## src/rtl/fetch_pkg.sv

```systemverilog
// Shared types and helpers for the instruction-fetch stage.
// Used by fetch_fifo and fetch_unit.
package fetch_pkg;

  localparam int unsigned FETCH_XLEN = 32;
  localparam logic [FETCH_XLEN-1:0] PC_STEP = 32'd4;

  typedef struct packed {
    logic [FETCH_XLEN-1:0] pc;
    logic [FETCH_XLEN-1:0] instr;
    logic                  fault;
  } fetch_entry_t;

  // Byte PC to word index; the caller truncates the result to the memory depth.
  function automatic logic [FETCH_XLEN-1:0] word_addr(input logic [FETCH_XLEN-1:0] pc);
    return pc >> 2;
  endfunction

endpackage

```

## src/rtl/fetch_fifo.sv

```systemverilog
// Prefetch FIFO of fetch_entry_t with a synchronous flush and an occupancy count.
// DEPTH must be a power of two, so the pointers wrap without extra logic.
module fetch_fifo
  import fetch_pkg::*;
#(
  parameter int unsigned DEPTH = 4
) (
  input  logic                   clk,
  input  logic                   reset,
  input  logic                   flush,
  input  logic                   push,
  input  logic                   pop,
  input  fetch_entry_t           push_entry,
  output fetch_entry_t           head,
  output logic [$clog2(DEPTH):0] count
);

  localparam int unsigned PW = $clog2(DEPTH);

  fetch_entry_t  entries_q [DEPTH];
  fetch_entry_t  entries_d [DEPTH];
  logic [PW-1:0] wr_ptr_q, wr_ptr_d;
  logic [PW-1:0] rd_ptr_q, rd_ptr_d;
  logic [PW:0]   count_q, count_d;
  logic          do_push;
  logic          do_pop;

  always_comb begin
    entries_d = entries_q;
    wr_ptr_d  = wr_ptr_q;
    rd_ptr_d  = rd_ptr_q;
    count_d   = count_q;
    do_push   = push && (count_q != (PW+1)'(DEPTH));
    do_pop    = pop && (count_q != '0);
    if (reset || flush) begin
      wr_ptr_d = '0;
      rd_ptr_d = '0;
      count_d  = '0;
    end else begin
      if (do_push) begin
        entries_d[wr_ptr_q] = push_entry;
        wr_ptr_d            = wr_ptr_q + PW'(1);
      end
      if (do_pop) begin
        rd_ptr_d = rd_ptr_q + PW'(1);
      end
      case ({do_push, do_pop})
        2'b10:   count_d = count_q + (PW+1)'(1);
        2'b01:   count_d = count_q - (PW+1)'(1);
        default: count_d = count_q;
      endcase
    end
  end

  always_ff @(posedge clk) begin
    wr_ptr_q <= wr_ptr_d;
    rd_ptr_q <= rd_ptr_d;
    count_q  <= count_d;
  end

  // Payload storage carries no reset; occupancy alone decides what is valid.
  always_ff @(posedge clk) begin
    entries_q <= entries_d;
  end

  assign head  = entries_q[rd_ptr_q];
  assign count = count_q;

endmodule

```

## src/rtl/fetch_unit.sv

```systemverilog
// Instruction-fetch stage: PC sequencer, synchronous-read instruction memory and prefetch FIFO.
// Optional feature macro FETCH_FAULT_EN adds fetch_fault reporting for misaligned/out-of-range PCs.
module fetch_unit
  import fetch_pkg::*;
#(
  parameter int unsigned      XLEN       = 32,
  parameter int unsigned      IMEM_DEPTH = 64,
  parameter int unsigned      FIFO_DEPTH = 4,
  parameter logic [XLEN-1:0]  RESET_PC   = '0
) (
  input  logic                          clk,
  input  logic                          reset,
  input  logic                          redirect_valid,
  input  logic [XLEN-1:0]               redirect_pc,
  input  logic                          imem_we,
  input  logic [$clog2(IMEM_DEPTH)-1:0] imem_waddr,
  input  logic [XLEN-1:0]               imem_wdata,
  output logic                          if_valid,
  input  logic                          if_ready,
  output logic [XLEN-1:0]               if_pc,
  output logic [XLEN-1:0]               if_instr
`ifdef FETCH_FAULT_EN
  ,
  output logic                          fetch_fault
`endif
);

  localparam int unsigned AW = $clog2(IMEM_DEPTH);
  localparam int unsigned CW = $clog2(FIFO_DEPTH) + 1;

  logic [XLEN-1:0]       imem [IMEM_DEPTH];
  logic [XLEN-1:0]       pc_q, pc_d;
  logic                  rd_valid_q, rd_valid_d;
  fetch_entry_t          rd_entry_q, rd_entry_d;
  logic [FETCH_XLEN-1:0] pc_word;
  logic [AW-1:0]         raddr;
  logic                  addr_fault;
  logic                  issue;
  logic                  push;
  logic                  pop;
  logic [CW-1:0]         fifo_count;
  fetch_entry_t          head;

  always_comb begin
    pc_word = word_addr(FETCH_XLEN'(pc_q));
    raddr   = pc_word[AW-1:0];
`ifdef FETCH_FAULT_EN
    addr_fault = (pc_q[1:0] != 2'b00) || (pc_word >= FETCH_XLEN'(IMEM_DEPTH));
`else
    addr_fault = 1'b0;
`endif
  end

  // A read issues only when a FIFO slot is reserved for it, counting the one in flight.
  always_comb begin
    issue = !reset && !redirect_valid &&
            ((fifo_count + CW'(rd_valid_q)) < CW'(FIFO_DEPTH));
    push  = rd_valid_q && !redirect_valid && !reset;
    pop   = if_valid && if_ready && !reset;
  end

  // Redirect outranks issue and kills the in-flight read; reset outranks everything.
  always_comb begin
    pc_d       = pc_q;
    rd_valid_d = rd_valid_q;
    rd_entry_d = rd_entry_q;
    if (reset) begin
      pc_d       = RESET_PC;
      rd_valid_d = 1'b0;
      rd_entry_d = '0;
    end else if (redirect_valid) begin
      pc_d       = redirect_pc;
      rd_valid_d = 1'b0;
    end else begin
      rd_valid_d = issue;
      if (issue) begin
        pc_d             = pc_q + XLEN'(PC_STEP);
        rd_entry_d.pc    = FETCH_XLEN'(pc_q);
        rd_entry_d.instr = addr_fault ? '0 : FETCH_XLEN'(imem[raddr]);
        rd_entry_d.fault = addr_fault;
      end else begin
        rd_entry_d = rd_entry_q;
      end
    end
  end

  always_ff @(posedge clk) begin
    pc_q       <= pc_d;
    rd_valid_q <= rd_valid_d;
    rd_entry_q <= rd_entry_d;
  end

  // Program-load port; the read above samples the old word, giving read-first behaviour.
  always_ff @(posedge clk) begin
    if (!reset && imem_we) begin
      imem[imem_waddr] <= imem_wdata;
    end
  end

  fetch_fifo #(
    .DEPTH (FIFO_DEPTH)
  ) u_fifo (
    .clk        (clk),
    .reset      (reset),
    .flush      (redirect_valid),
    .push       (push),
    .pop        (pop),
    .push_entry (rd_entry_q),
    .head       (head),
    .count      (fifo_count)
  );

  always_comb begin
    if_valid = (fifo_count != '0);
    if_pc    = if_valid ? XLEN'(head.pc) : '0;
    if_instr = if_valid ? XLEN'(head.instr) : '0;
`ifdef FETCH_FAULT_EN
    fetch_fault = if_valid && head.fault;
`endif
  end

`ifndef FETCH_FAULT_EN
  logic unused_bits;
  assign unused_bits = ^{head.fault, pc_word[FETCH_XLEN-1:AW]};
`endif

endmodule
```

## config.mk

```make
export PLATFORM = sky130hd
export DESIGN_NAME = fetch_unit
export DESIGN_NICKNAME = d
export VERILOG_FILES = /design/src/rtl/fetch_pkg.sv /design/src/rtl/fetch_fifo.sv /design/src/rtl/fetch_unit.sv
export SDC_FILE = /design/constraint.sdc
export NUM_CORES = 2
export LEC_CHECK = 0
export ABC_CLOCK_PERIOD_IN_PS = 3800
export BUFFER_PORTS_ARGS = -buffer_cell sky130_fd_sc_hd__buf_2
export CAP_MARGIN = 20
export CORE_MARGIN = 1
export CORE_UTILIZATION = 50
export CTS_CLUSTER_DIAMETER = 120
export CTS_CLUSTER_SIZE = 16
export DETAILED_ROUTE_END_ITERATION = 10
export GPL_ROUTABILITY_DRIVEN = 0
export GPL_TIMING_DRIVEN = 0
export HOLD_SLACK_MARGIN = 0.06
export PLACE_DENSITY = 0.66
export SYNTH_ARGS = -nofsm -noshare
export SYNTH_HDL_FRONTEND = slang
export SYNTH_HIERARCHICAL = 1
export SYNTH_SLANG_ARGS = --single-unit
```

## constraint.sdc

```tcl
create_clock -name clk -period 3.8 [get_ports clk]
set_input_delay 0.38 -clock clk [delete_from_list [all_inputs] [get_ports clk]]
set_output_delay 0.38 -clock clk [all_outputs]
set_load 0.02 [all_outputs]
```

==> impl_metrics.py <==
metrics = {
    "floorplan": {
        "die_area_sq_um": 188000,
        "fp.coreArea_sq_um": 185000,
        "die_h_um": 434,
        "row_count": 158,
        "start_util": 0.503,
        "ios": 140,
        "die_w_um": 434,
    },
    "cells_and_area": {
        "syn_to_final_growth_pct": 13.1,
        "post-route-cell-area_sq_um": 105000,
        "fin_nets": 5093,
        "fillers": 13700,
        "drive_gt1_frac": 0.233,
    },
    "detailed_routing": {
        "dr.first_iter.drc_count": 7828,
        "vias": 50100,
        "via_per_inst": 6.61,
        "ant_nets": 0,
        "totalWireLength_um": 284000,
        "drtPass1Iterations": 6,
        "drc": 0,
        "wl_per_cell_um": 37.5,
    },
    "critical_path": {
        "arrival_ns": 4.66,
        "crit_fanout": 10,
        "cp.required_ns": 4.54,
        "end_kind": "register",
        "crit_type": "reg2reg",
        "start_kind": "register",
    },
    "global_route": {
        "overflow": 0,
        "grt_max_degree": 65,
        "gr-usage-all-layers": 0.303,
        "grt_pass1_vias": 47800,
        "antenna_found_initial": 22,
        "grt_pass1_wl_um": 386000,
    },
    "power": {
        "leakagePower_nw": 32.8,
        "ir_drop_mv": 0.427,
        "totalPowerFinal_mw": 50.2,
        "p_per_area_nw_per_um2": 476,
    },
    "timing": {
        "worst_slew_pin_slew_ns": 1.21,
        "slew_viol_final": 0,
        "worst_slack_ns": -0.121,
        "skew_ns": 0.0469,
        "period_share": 1.03,
        "holdWs_ns": 0.0960,
        "rsz0062_at_grt": "no",
        "finalSetupTns_ns": -0.415,
        "fin_crit_ns": 3.92,
        "hold_viol": 0,
        "setup_violations": 6,
        "max-slew-margin-rel": 0.190,
        "fmax_mhz": 255,
    },
    "logic_synthesis": {
        "syn_area_per_cell_sq_um": 20.6,
        "synth_cells": 4527,
        "syn-num-nets": 4609,
        "syn_area_sq_um": 93200,
        "yosysWarnings": 6,
    },
    "clock_tree": {
        "clock-sinks": 2408,
        "cts-htree-levels": 4,
        "clock_path_buffers": 3,
        "cts_setup_buffers": 0,
        "root_buffer": "clkbuf_16",
        "clkLatencyLatePin_ns": 0.84,
        "path_clk_slew_ns": 0.08,
        "cts_tree": "yes",
        "cts_buffers": 169,
    },
    "status": {
        "status": "finished with violations",
        "violations": "negative setup slack",
    },
    "placed_design": {
        "io_buffers": 136,
        "place_area_sq_um": 99600,
        "dp_hpwl_um": 192000,
        "dp_slack_ns": -0.673,
    },
    "job": {
        "cap_viol_max_count": 0,
    },
    "worst_hold_path": {
        "hold_path.class": "in2reg",
    },
}
==> path summary, 6_finish.rpt <==
kind,from,endpoint,slack [ns],cells after the start
max,pc_q[5],rd_entry_q[22],-0.12,9
min,imem_wdata[30],imem[47][30],0.1,1
max reg2reg,pc_q[5],rd_entry_q[22],-0.12,9
min reg2reg,pc_q[1],rd_entry_q[34],0.44,2
==> stage by stage <==
stage,cells,utilization
global placement,7143,0.524
floorplan,4527,-
CTS,7530,0.566
finish,7576,0.569
detailed placement,7240,0.538
global route,7573,0.569
==> cells in the final DEF, fill, tap and decap left out, types with 14 or more instances in the layout <==
cell type	instances
edfxtp_1	2304
nand3_1	86
clkbuf_16	171
buf_8	16
buf_2	197
a22oi_1	116
dfxtp_1	104
nand2_1	140
a21oi_1	76
a211oi_1	42
buf_4	53
o21ai_1	15
o21ai_0	25
buf_12	95
o221ai_1	15
nand3b_1	14
and2_1	77
nor2b_1	33
a221oi_1	22
mux2i_1	351
nor2_4	64
a31oi_1	29
buf_16	27
buf_6	41
dlygate4sd3_1	56
nor2_1	55
o22ai_1	32
mux4_2	444
clkbuf_1	138
mux2_2	23
nand4_1	14
buf_1	15
==> flip-flops by register name, indices dropped and copies added, names as in the netlist <==
register,cells
imem,2048
pc_q,32
rd_entry_q,64
rd_valid_q,1
u_fifo/count,3
u_fifo/entries_q,256
u_fifo/rd_ptr_q,2
u_fifo/wr_ptr_q,2
==> repair_timing <==
action | 4_1_cts | 5_1_grt
setup endpoints to repair | 15 | 4
resized for setup | 9 | 5
hold buffers | 39 | 17
endpoints found under the hold margin | 123 | 238
==> power by group <==
| group | switching [mW] | total, mW | internal [mW] |
|---|---|---|---|
| sequential | 0.174 | 29.4 | 29.2 |
| combinational | 2.40 | 3.64 | 1.23 |
| clock | 8.89 | 17.2 | 8.31 |
==> metal layers <==
layer  track usage  part of all wire  vias up
met5             0           0.00029        -
met4         0.143             0.056       12
met3        0.0890              0.13      673
met2         0.454              0.45     3582
met1         0.409              0.36    26200
li1              -                 -    19600
==> critical path, stage by stage (launching register included) <==
cell	delay [ns]
dfxtp_1	0.33
buf_4	0.23
buf_2	0.40
buf_2	0.39
clkdlybuf4s15_1	0.95
clkbuf_2	0.56
nand3_1	0.13
o2111ai_1	0.13
nand2_1	0.39
a21oi_1	0.24
==> layout make-up <==
type | instances | area [sq um] | share of cell area
timing repair buffer | 314 | 3770 | 0.0358
buffer | 266 | 1910 | 0.0181
clock buffer | 237 | 4530 | 0.0429
sequential | 2408 | 71300 | 0.676
tap | 2480 | 3100 | 0.0294
antenna | 4 | 10.0 | 0.0000949
clock inverter | 15 | 226 | 0.00215
multi-input combinational | 1842 | 20600 | 0.195
inverter | 10 | 37.5 | 0.000356
(Power assumes the default switching activity.)
